===== src/rtl/alu_pkg.sv =====
// Shared ALU definitions for the EX-stage divider: op encodings, sequencer
// states and the RISC-V corner-case constants.
package alu_pkg;

    localparam int ALU_XLEN = 32;

    typedef enum logic [1:0] {
        OP_DIV  = 2'b00,
        OP_DIVU = 2'b01,
        OP_REM  = 2'b10,
        OP_REMU = 2'b11
    } div_op_e;

    typedef enum logic [1:0] {
        ST_IDLE = 2'd0,
        ST_RUN  = 2'd1,
        ST_DONE = 2'd2
    } div_state_e;

    // Quotient returned for any divide by zero.
    localparam logic [ALU_XLEN-1:0] DIV_ZERO_Q    = '1;
    // Most negative value; dividing it by -1 overflows in signed mode.
    localparam logic [ALU_XLEN-1:0] SOVF_DIVIDEND = {1'b1, {(ALU_XLEN-1){1'b0}}};

    // Signed ops have op[0] clear.
    function automatic logic op_is_signed(input logic [1:0] op);
        return ~op[0];
    endfunction

    // Remainder ops have op[1] set.
    function automatic logic op_is_rem(input logic [1:0] op);
        return op[1];
    endfunction

endpackage


===== src/rtl/div_result_cache.sv =====
// Single-entry result cache: holds the operands and sign of the last division
// the core completed, together with its quotient and remainder.
module div_result_cache
    import alu_pkg::*;
#(
    parameter int XLEN = ALU_XLEN
) (
    input  logic            sys_clk,
    input  logic            sys_arstn,
    input  logic            wr_en_i,
    input  logic [XLEN-1:0] wr_dividend_i,
    input  logic [XLEN-1:0] wr_divisor_i,
    input  logic            wr_sign_i,
    input  logic [XLEN-1:0] wr_quotient_i,
    input  logic [XLEN-1:0] wr_remainder_i,
    input  logic [XLEN-1:0] lk_dividend_i,
    input  logic [XLEN-1:0] lk_divisor_i,
    input  logic            lk_sign_i,
    output logic            hit_o,
    output logic [XLEN-1:0] quotient_o,
    output logic [XLEN-1:0] remainder_o
);

    logic            valid_q, valid_d;
    logic [XLEN-1:0] dividend_q, dividend_d;
    logic [XLEN-1:0] divisor_q, divisor_d;
    logic            sign_q, sign_d;
    logic [XLEN-1:0] quot_q, quot_d;
    logic [XLEN-1:0] rem_q, rem_d;

    // Next entry: hold unless a completed core result is being written.
    always_comb begin
        valid_d    = valid_q;
        dividend_d = dividend_q;
        divisor_d  = divisor_q;
        sign_d     = sign_q;
        quot_d     = quot_q;
        rem_d      = rem_q;
        if (wr_en_i) begin
            valid_d    = 1'b1;
            dividend_d = wr_dividend_i;
            divisor_d  = wr_divisor_i;
            sign_d     = wr_sign_i;
            quot_d     = wr_quotient_i;
            rem_d      = wr_remainder_i;
        end
    end

    // Entry storage; only reset invalidates it.
    always_ff @(posedge sys_clk or negedge sys_arstn) begin
        if (!sys_arstn) begin
            valid_q    <= 1'b0;
            dividend_q <= '0;
            divisor_q  <= '0;
            sign_q     <= 1'b0;
            quot_q     <= '0;
            rem_q      <= '0;
        end else begin
            valid_q    <= valid_d;
            dividend_q <= dividend_d;
            divisor_q  <= divisor_d;
            sign_q     <= sign_d;
            quot_q     <= quot_d;
            rem_q      <= rem_d;
        end
    end

    assign hit_o       = valid_q && (dividend_q == lk_dividend_i) &&
                         (divisor_q == lk_divisor_i) && (sign_q == lk_sign_i);
    assign quotient_o  = quot_q;
    assign remainder_o = rem_q;

endmodule


===== src/rtl/div_sequencer.sv =====
// Sequencer for the iterative divider core: resolves divide-by-zero and signed
// overflow locally, reuses the cached result for repeated operands, otherwise
// runs the core under a watchdog and strobes the selected result for one cycle.
module div_sequencer
    import alu_pkg::*;
#(
    parameter int XLEN    = ALU_XLEN,
    parameter int MAX_CYC = 40
) (
    input  logic            sys_clk,
    input  logic            sys_arstn,
    input  logic            flush_i,
    input  logic            req_valid_i,
    output logic            req_ready_o,
    input  logic [1:0]      op_i,
    input  logic [XLEN-1:0] dividend_i,
    input  logic [XLEN-1:0] divisor_i,
    output logic            rsp_valid_o,
    output logic [XLEN-1:0] rsp_data_o,
    output logic            busy_o,
    output logic            err_o,
    output logic            dv_start_o,
    output logic            dv_kill_o,
    output logic            dv_sign_o,
    output logic [XLEN-1:0] dv_dividend_o,
    output logic [XLEN-1:0] dv_divisor_o,
    input  logic [XLEN-1:0] dv_quotient_i,
    input  logic [XLEN-1:0] dv_remainder_i,
    input  logic            dv_finish_i
);

    localparam int            CW       = $clog2(MAX_CYC + 1);
    localparam logic [CW-1:0] CNT_LAST = CW'(MAX_CYC - 1);

    div_state_e      state_q, state_d;
    logic            rem_sel_q, rem_sel_d;
    logic            sign_q, sign_d;
    logic [XLEN-1:0] dividend_q, dividend_d;
    logic [XLEN-1:0] divisor_q, divisor_d;
    logic [XLEN-1:0] quot_q, quot_d;
    logic [XLEN-1:0] rem_q, rem_d;
    logic [CW-1:0]   cnt_q, cnt_d;
    logic            err_q, err_d;

    logic            accept;
    logic            lk_sign;
    logic            is_div0;
    logic            is_sovf;
    logic            first_run;
    logic            finish_ok;
    logic            timeout;
    logic            cache_hit;
    logic            cache_wr;
    logic [XLEN-1:0] cache_quot;
    logic [XLEN-1:0] cache_rem;

    assign req_ready_o = (state_q == ST_IDLE) && !flush_i;
    assign accept      = req_valid_i && req_ready_o;
    assign lk_sign     = op_is_signed(op_i);
    assign is_div0     = (divisor_i == '0);
    assign is_sovf     = lk_sign && (dividend_i == SOVF_DIVIDEND) && (divisor_i == '1);
    // The cycle counter is cleared on entry to RUN, so zero marks the start cycle.
    assign first_run   = (cnt_q == '0);
    // A finish strobe coinciding with the start pulse is stale and ignored.
    assign finish_ok   = dv_finish_i && !first_run;
    assign timeout     = (cnt_q == CNT_LAST) && !finish_ok;

    div_result_cache #(
        .XLEN (XLEN)
    ) u_cache (
        .sys_clk        (sys_clk),
        .sys_arstn      (sys_arstn),
        .wr_en_i        (cache_wr),
        .wr_dividend_i  (dividend_q),
        .wr_divisor_i   (divisor_q),
        .wr_sign_i      (sign_q),
        .wr_quotient_i  (dv_quotient_i),
        .wr_remainder_i (dv_remainder_i),
        .lk_dividend_i  (dividend_i),
        .lk_divisor_i   (divisor_i),
        .lk_sign_i      (lk_sign),
        .hit_o          (cache_hit),
        .quotient_o     (cache_quot),
        .remainder_o    (cache_rem)
    );

    // Next-state, operand/result capture and the per-cycle control strobes.
    always_comb begin
        state_d     = state_q;
        rem_sel_d   = rem_sel_q;
        sign_d      = sign_q;
        dividend_d  = dividend_q;
        divisor_d   = divisor_q;
        quot_d      = quot_q;
        rem_d       = rem_q;
        cnt_d       = '0;
        err_d       = err_q;
        cache_wr    = 1'b0;
        dv_start_o  = 1'b0;
        dv_kill_o   = 1'b0;
        rsp_valid_o = 1'b0;
        busy_o      = 1'b0;
        case (state_q)
            ST_IDLE: begin
                busy_o = req_valid_i && !flush_i;
                if (accept) begin
                    rem_sel_d  = op_is_rem(op_i);
                    sign_d     = lk_sign;
                    dividend_d = dividend_i;
                    divisor_d  = divisor_i;
                    if (is_div0) begin
                        quot_d  = DIV_ZERO_Q;
                        rem_d   = dividend_i;
                        state_d = ST_DONE;
                    end else if (is_sovf) begin
                        quot_d  = SOVF_DIVIDEND;
                        rem_d   = '0;
                        state_d = ST_DONE;
                    end else if (cache_hit) begin
                        quot_d  = cache_quot;
                        rem_d   = cache_rem;
                        state_d = ST_DONE;
                    end else begin
                        state_d = ST_RUN;
                    end
                end
            end
            ST_RUN: begin
                busy_o     = 1'b1;
                dv_start_o = first_run;
                if (flush_i) begin
                    dv_kill_o = 1'b1;
                    state_d   = ST_IDLE;
                end else if (finish_ok) begin
                    quot_d   = dv_quotient_i;
                    rem_d    = dv_remainder_i;
                    cache_wr = 1'b1;
                    state_d  = ST_DONE;
                end else if (timeout) begin
                    dv_kill_o = 1'b1;
                    err_d     = 1'b1;
                    quot_d    = '1;
                    rem_d     = '1;
                    state_d   = ST_DONE;
                end else begin
                    cnt_d = cnt_q + CW'(1);
                end
            end
            ST_DONE: begin
                rsp_valid_o = !flush_i;
                state_d     = ST_IDLE;
            end
            default: begin
                state_d = ST_IDLE;
            end
        endcase
    end

    // State, operand and result registers; reset also clears the sticky error.
    always_ff @(posedge sys_clk or negedge sys_arstn) begin
        if (!sys_arstn) begin
            state_q    <= ST_IDLE;
            rem_sel_q  <= 1'b0;
            sign_q     <= 1'b0;
            dividend_q <= '0;
            divisor_q  <= '0;
            quot_q     <= '0;
            rem_q      <= '0;
            cnt_q      <= '0;
            err_q      <= 1'b0;
        end else begin
            state_q    <= state_d;
            rem_sel_q  <= rem_sel_d;
            sign_q     <= sign_d;
            dividend_q <= dividend_d;
            divisor_q  <= divisor_d;
            quot_q     <= quot_d;
            rem_q      <= rem_d;
            cnt_q      <= cnt_d;
            err_q      <= err_d;
        end
    end

    assign rsp_data_o    = rsp_valid_o ? (rem_sel_q ? rem_q : quot_q) : '0;
    assign err_o         = err_q;
    assign dv_sign_o     = sign_q;
    assign dv_dividend_o = dividend_q;
    assign dv_divisor_o  = divisor_q;

endmodule


===== config.mk =====
export PLATFORM = sky130hd
export DESIGN_NAME = div_sequencer
export DESIGN_NICKNAME = d
export VERILOG_FILES = /design/src/rtl/alu_pkg.sv /design/src/rtl/div_result_cache.sv /design/src/rtl/div_sequencer.sv
export SDC_FILE = /design/constraint.sdc
export NUM_CORES = 1
export LEC_CHECK = 0
export ABC_CLOCK_PERIOD_IN_PS = 5300
export CAP_MARGIN = 20
export CORE_UTILIZATION = 57
export DETAILED_ROUTE_END_ITERATION = 8
export HOLD_SLACK_MARGIN = 0.08
export PLACE_DENSITY = 0.91
export SLEW_MARGIN = 20
export SYNTH_ARGS = -nofsm -noshare
export SYNTH_HDL_FRONTEND = slang
export SYNTH_SLANG_ARGS = --single-unit

===== constraint.sdc =====
create_clock -name sys_clk -period 5.3 [get_ports sys_clk]
set_input_delay 1.06 -clock sys_clk [delete_from_list [all_inputs] [get_ports sys_clk]]
set_output_delay 1.06 -clock sys_clk [all_outputs]
set_load 0.1 [all_outputs]

==> results of run 1 <==
## sequential cells by signal (all words and copies together), names as in the netlist, 2 cells and up
| register | count |
|---|---|
| u_cache.dividend_q | 32 |
| quot_q | 32 |
| state_q | 2 |
| rem_q | 32 |
| dv_divisor_o | 32 |
| dv_dividend_o | 32 |
| u_cache.quotient_o | 32 |
| cnt_q | 6 |
| u_cache.remainder_o | 32 |
| u_cache.divisor_q | 32 |
## final cells by class
type	instances	area, um^2	share of cell area
clock buffer	37	783	0.0475
tap	285	357	0.0216
inverter	14	52.6	0.00319
sequential	269	6730	0.408
multi-input combinational	860	5990	0.363
timing repair buffer	255	2500	0.152
clock inverter	7	65.1	0.00395
antenna	2	5.00	0.000303
## power groups by stage
stage | Clock [W] | Combinational, W | Sequential (W)
2_1_floorplan | 0 | 0.00201 | 0.00498
3_3_place_gp | 0 | 0.00456 | 0.00355
3_5_place_dp | 0 | 0.00470 | 0.00363
4_1_cts | 0.00188 | 0.00474 | 0.00362
5_1_grt | 0.00195 | 0.00495 | 0.00373
6_report | 0.00186 | 0.00474 | 0.00364
## logic make-up (layout without fill, tap and decap cells)
| kind of cell | Yosys count | count (layout) | synth area share |
|---|---|---|---|
| XOR/XNOR | 52 | 52 | 0.0347 |
| adder cells (fa/ha/maj) | 2 | 2 | 0.00191 |
| buffers and inverters | 91 | 313 | 0.0334 |
| AND/OR/NAND/NOR | 433 | 433 | 0.142 |
| flip-flops | 269 | 269 | 0.513 |
| AO/OA/AOI/OAI | 149 | 149 | 0.0722 |
| multiplexers | 224 | 224 | 0.203 |
| other | 0 | 2 | 0 |
## worst paths after layout
kind	startpoint	to	slack [ps]	cells past startpoint
max	flush_i	rsp_data_o[19]	1310	5
min	sys_arstn	u_cache.quotient_o[24]	400	1
min reg2reg	u_cache.quotient_o[7]	u_cache.quotient_o[7]	500	1
max in group asynchronous	sys_arstn	rem_q[2]	3560	3
min in group sys_clk	u_cache.quotient_o[7]	u_cache.quotient_o[7]	500	1
max reg2reg	state_q[1]	quot_q[23]	2150	7
## through the flow
stage | total power [W] | instance area (um^2) | util | hold WS (ps) | cells
after detailed placement | 0.00833 | 15600 | 0.689 | 457 | 1682
after CTS | 0.0102 | 16500 | 0.727 | 502 | 1726
after global routing | 0.0106 | 16500 | 0.728 | 423 | 1727
after global placement | 0.00812 | 15600 | 0.689 | 450 | 1682
final | 0.0102 | 16500 | 0.728 | 403 | 1729
after floorplan | 0.00699 | 13100 | - | 434 | 1220
## placed cells by master (no fill, tap or decap), types with 3 or more instances in the layout
master	synthesis	layout
clkdlybuf4s50_1	0	200
nand4b_1	3	3
buf_4	1	48
a21oi_1	32	32
xor2_1	8	8
a31oi_1	32	32
clkbuf_1	59	3
o2111ai_1	5	5
clkinv_2	0	4
nor4_1	18	18
mux2i_1	33	33
nand3_1	8	6
inv_1	14	14
clkbuf_16	0	27
nand4_1	19	19
o211ai_1	33	33
nand2b_1	20	20
clkbuf_8	0	7
o21ai_0	37	37
nand2_1	229	227
buf_12	5	5
nor2_1	114	112
mux2_2	143	143
mux2_4	48	48
nor2b_1	7	7
xnor2_1	44	44
dfrtp_1	269	268
## metal layers
metal	GRT usage	vias to the layer above
li1	-	4635
met1	0.430	5236
met2	0.535	548
met3	0.0631	130
met4	0.151	0
met5	0	-
==> flow_metrics.tcl, run 1 <==
set metrics [dict create \
    ir_worst_vdd_v 0.000501 \
    cp.required_ps 4240 \
    crit_chain "clkdlybuf4s50_1 > nor2_1 > nand2_2 > nor2_1 > buf_4" \
    fillCellCount 1513 \
    top_layer "met4" \
    tightest_slew_ps 1070 \
    slowest_delay_ps 520 \
    syn_nets 1357 \
    drtIter0Drc 913 \
    initial_core_util 0.580 \
    worstHoldPathType "in2async" \
    period_minus_slack_ps 3990 \
    switchingPower_w 0.00452 \
    vias_per_cell 6.10 \
    drive_above_1_share 0.209 \
    rsz0062_at_grt "false" \
    cts_buffer_depth 3 \
    cap_violations 0 \
    slew_headroom 0.284 \
    pwr-share-seq 0.355 \
    synth_top_cell_by_area "dfrtp_1" \
    maxSlewViolCount 0 \
    synthCells 1220 \
    synthTopCellsByArea "dfrtp_1 (51%), mux2_2 (12%), nand2_1 (6.5%), mux2_4 (5.5%), nor2_1 (3.3%)" \
    setup_ws_ps 1310 \
    crit_top_cell "nor2_1" \
    clkPwrFrac 0.182 \
    cts_hold_buf 0 \
    ys_types 46 \
    drt_wl_total_mm 38.7 \
    clk_latency_ps 540 \
    synth_most_common_cell "dfrtp_1" \
    num_vias 10500 \
    cts_resized 0 \
    htreeDepth 1 \
    gp_congestion 0.929 \
    wl_per_cell_um 22.4 \
    clock-sinks 269 \
    ys_ff_latch 269 \
    yosys.area.top_type_share 0.513 \
    clock_skew_ps 18.3 \
    power_density_nw_per_um2 621 \
    crit_path_end_kind "output port" \
    drt_pre_antenna_iters 6 \
    port_buffers 237 \
    finalCritPeriodShare 0.752 \
    async_reset_ff_frac 1.00 \
    syn_area_um2 13100 \
    fp.dieW_um 154 \
    crit_arrival_ps 2930 \
    fmax_mhz 251 \
    grt_pass1_vias 10800 \
    cpMaxStageDelayCell "clkdlybuf4s50_1" \
    cp-start-kind "input pin" \
    die_h_um 154 \
    synthFlopType "dfrtp_1" \
    synthTopCellsByCount "dfrtp_1 (269), nand2_1 (229), mux2_2 (143)" \
    row_count 55 \
    yosys_warnings 0 \
    fin_setup_tns_ps 0 \
    cts_root_buf "clkbuf_16" \
    yosysSeqAreaShare 0.513 \
    p_int_w 0.00572 \
    ant_nets 0 \
    hpwl_mm 26.7 \
    p_leak_nw 7.51 \
    cp_top_family "simple AND/OR/NAND/NOR gates" \
    grt_overflow 0 \
    cts_tree "built" \
    power_frac_comb 0.463 \
    drc 0 \
    switching_share 0.442 \
    grt_usage 0.330 \
    status "finished, final reports clean" \
    cp_num_buf_inv 2 \
    grt_max_degree 138 \
    core-area_um2 22600 \
    dp_slack_ps 778 \
    cp_max_fo 33 \
    wl_met1_mm 15.3 \
    layout.nets 1564 \
    synth_edf_count 0 \
    route.met3.wl_mm 3.10 \
    hold_viol 0 \
    numCtsBuffers 27 \
    ios 238 \
    clkTransAtPathRegs_ps 60 \
    synth.avg_cell_area_um2 10.8 \
    post-cts-setup-buffer-count 0 \
    die_area_um2 23600 \
    grt_antenna_before_repair 1 \
    synthToLayoutAreaGrowth_pct 25.6 \
    setup_viol 0 \
    met2_length_mm 18.4 \
    grt_pass1_wl_mm 60.7 \
    crit_type "in2out" \
]
Power figures use the tool's default switching activity.
==> inputs of run 2 (changes only) <==
Settings changed: ABC_CLOCK_PERIOD_IN_PS 5300 to 3650, CORE_UTILIZATION 57 to 48, PLACE_DENSITY 0.91 to 0.82.
Clock period 5.3 ns to 3.65 ns, I/O delays scaled along.
==> flow_metrics.tcl, run 2 (synthesis results as in run 1) <==
set metrics [dict create \
    status "finished, final reports clean" \
    clock_skew_ps 6.52 \
    setup_ws_ps 596 \
    fmax_mhz 327 \
    numCtsBuffers 28 \
    worstHoldPathType "in2async" \
    row_count 60 \
    post-cts-setup-buffer-count 0 \
    crit_chain "clkdlybuf4s50_1 > xnor2_1 > nand4_1 > nor4_1 > nand4_1 > o22ai_4 > buf_12 > buf_12 > mux2_4" \
    ant_nets 0 \
    initial_core_util 0.489 \
    hpwl_mm 27.4 \
    synthToLayoutAreaGrowth_pct 32.3 \
    power_density_nw_per_um2 874 \
    p_leak_nw 7.83 \
    vias_per_cell 5.71 \
    crit_type "in2reg" \
    final_common_cell "dfrtp_1" \
    period_minus_slack_ps 3050 \
    cp_max_fo 17 \
    clk_latency_ps 530 \
    htreeDepth 1 \
    fillCellCount 2017 \
    finalCritPeriodShare 0.837 \
    grt_overflow 0 \
    hold_viol 0 \
    core-area_um2 26900 \
    maxSlewViolCount 0 \
    fin_setup_tns_ps 0 \
    setup_viol 0 \
    ir_worst_vdd_v 0.000816 \
    drtIter0Drc 943 \
    cp.required_ps 4060 \
    drive_above_1_share 0.229 \
    ios 238 \
    cts_root_buf "clkbuf_16" \
    clkTransAtPathRegs_ps 60 \
    crit_arrival_ps 3470 \
    crit_path_end_kind "register" \
    final_cell_mix "dfrtp_1 (268), nand2_1 (228), clkdlybuf4s50_1 (195)" \
    utilization 0.646 \
    cts_hold_buf 0 \
    grt_antenna_before_repair 2 \
    cts_resized 0 \
    wl_per_cell_um 21.4 \
    dp_slack_ps 67.6 \
    slowest_delay_ps 500 \
    multi_input_area_um2 5990 \
    drt_pre_antenna_iters 6 \
    die_area_um2 28000 \
    port_buffers 237 \
    layout.nets 1594 \
    rsz0062_at_grt "false" \
    tightest_slew_ps 1060 \
    cap_violations 0 \
    regArea_um2 6730 \
    r2r.worst_path.cells 8 \
    grt_pass1_vias 10600 \
    num_vias 10400 \
    cp-start-kind "input pin" \
    grt_max_degree 103 \
    die_h_um 167 \
    drt_wl_total_mm 38.8 \
    clock-sinks 269 \
    cts_buffer_depth 3 \
    gp_congestion 0.903 \
    cts_tree "built" \
    drc 0 \
    fp.dieW_um 167 \
    grt_usage 0.278 \
    slew_headroom 0.294 \
    grt_pass1_wl_mm 61.0 \
    cpMaxStageDelayCell "nor4_1" \
]
==> run 2: routing by layer <==
layer | vias up | global-route usage | wire, um
li1 | 4693 | - | -
met1 | 5159 | 0.370 | 16300
met2 | 431 | 0.451 | 18200
met3 | 89 | 0.0468 | 2590
met4 | 2 | 0.118 | 1660
met5 | - | 0 | 13
==> run 2: worst paths after layout <==
path | slack [ps] | endpoint | startpoint
hold / removal | 220 | u_cache.quotient_o[30] | sys_arstn
setup / recovery | 600 | quot_q[8] | divisor_i[1]
min in group sys_clk | 480 | u_cache.valid_q | u_cache.valid_q
hold reg to reg | 480 | u_cache.valid_q | u_cache.valid_q
setup reg to reg | 930 | quot_q[8] | u_cache.divisor_q[1]
max in group asynchronous | 2450 | rem_q[29] | sys_arstn
==> run 2: worst max-delay path: cells and delay by family <==
kind,cells,cell delay [ps]
buffers and inverters,3,870
XOR/XNOR,1,370
AND/OR/NAND/NOR,3,940
AO/OA/AOI/OAI,1,210
multiplexers,1,320
==> run 2: report_power, final <==
part,total (W),internal [W],leakage [nW],switching [W]
registers,0.00524,0.00426,3.49,0.000977
clock network,0.00297,0.00180,0.475,0.00116
logic,0.00698,0.00259,3.87,0.00438
total,0.0152,0.00866,7.83,0.00652
==> run 2: through the flow <==
stage	hold WS (ps)	power, W	instances	area (um^2)
global placement	450	0.0120	1768	16400
CTS	283	0.0152	1817	17400
detailed placement	456	0.0122	1768	16400
finish	224	0.0152	1818	17400
floorplan	434	0.0102	1220	13100
global route	297	0.0158	1818	17400
==> run 2: layout make-up <==
class | count | area share
Inverter | 14 | 0.00303
Clock inverter | 4 | 0.00418
Clock buffer | 45 | 0.0516
Multi-Input combinational cell | 860 | 0.345
Antenna cell | 1 | 0.000144
Tap cell | 341 | 0.0246
Timing Repair Buffer | 284 | 0.184
Sequential cell | 269 | 0.388
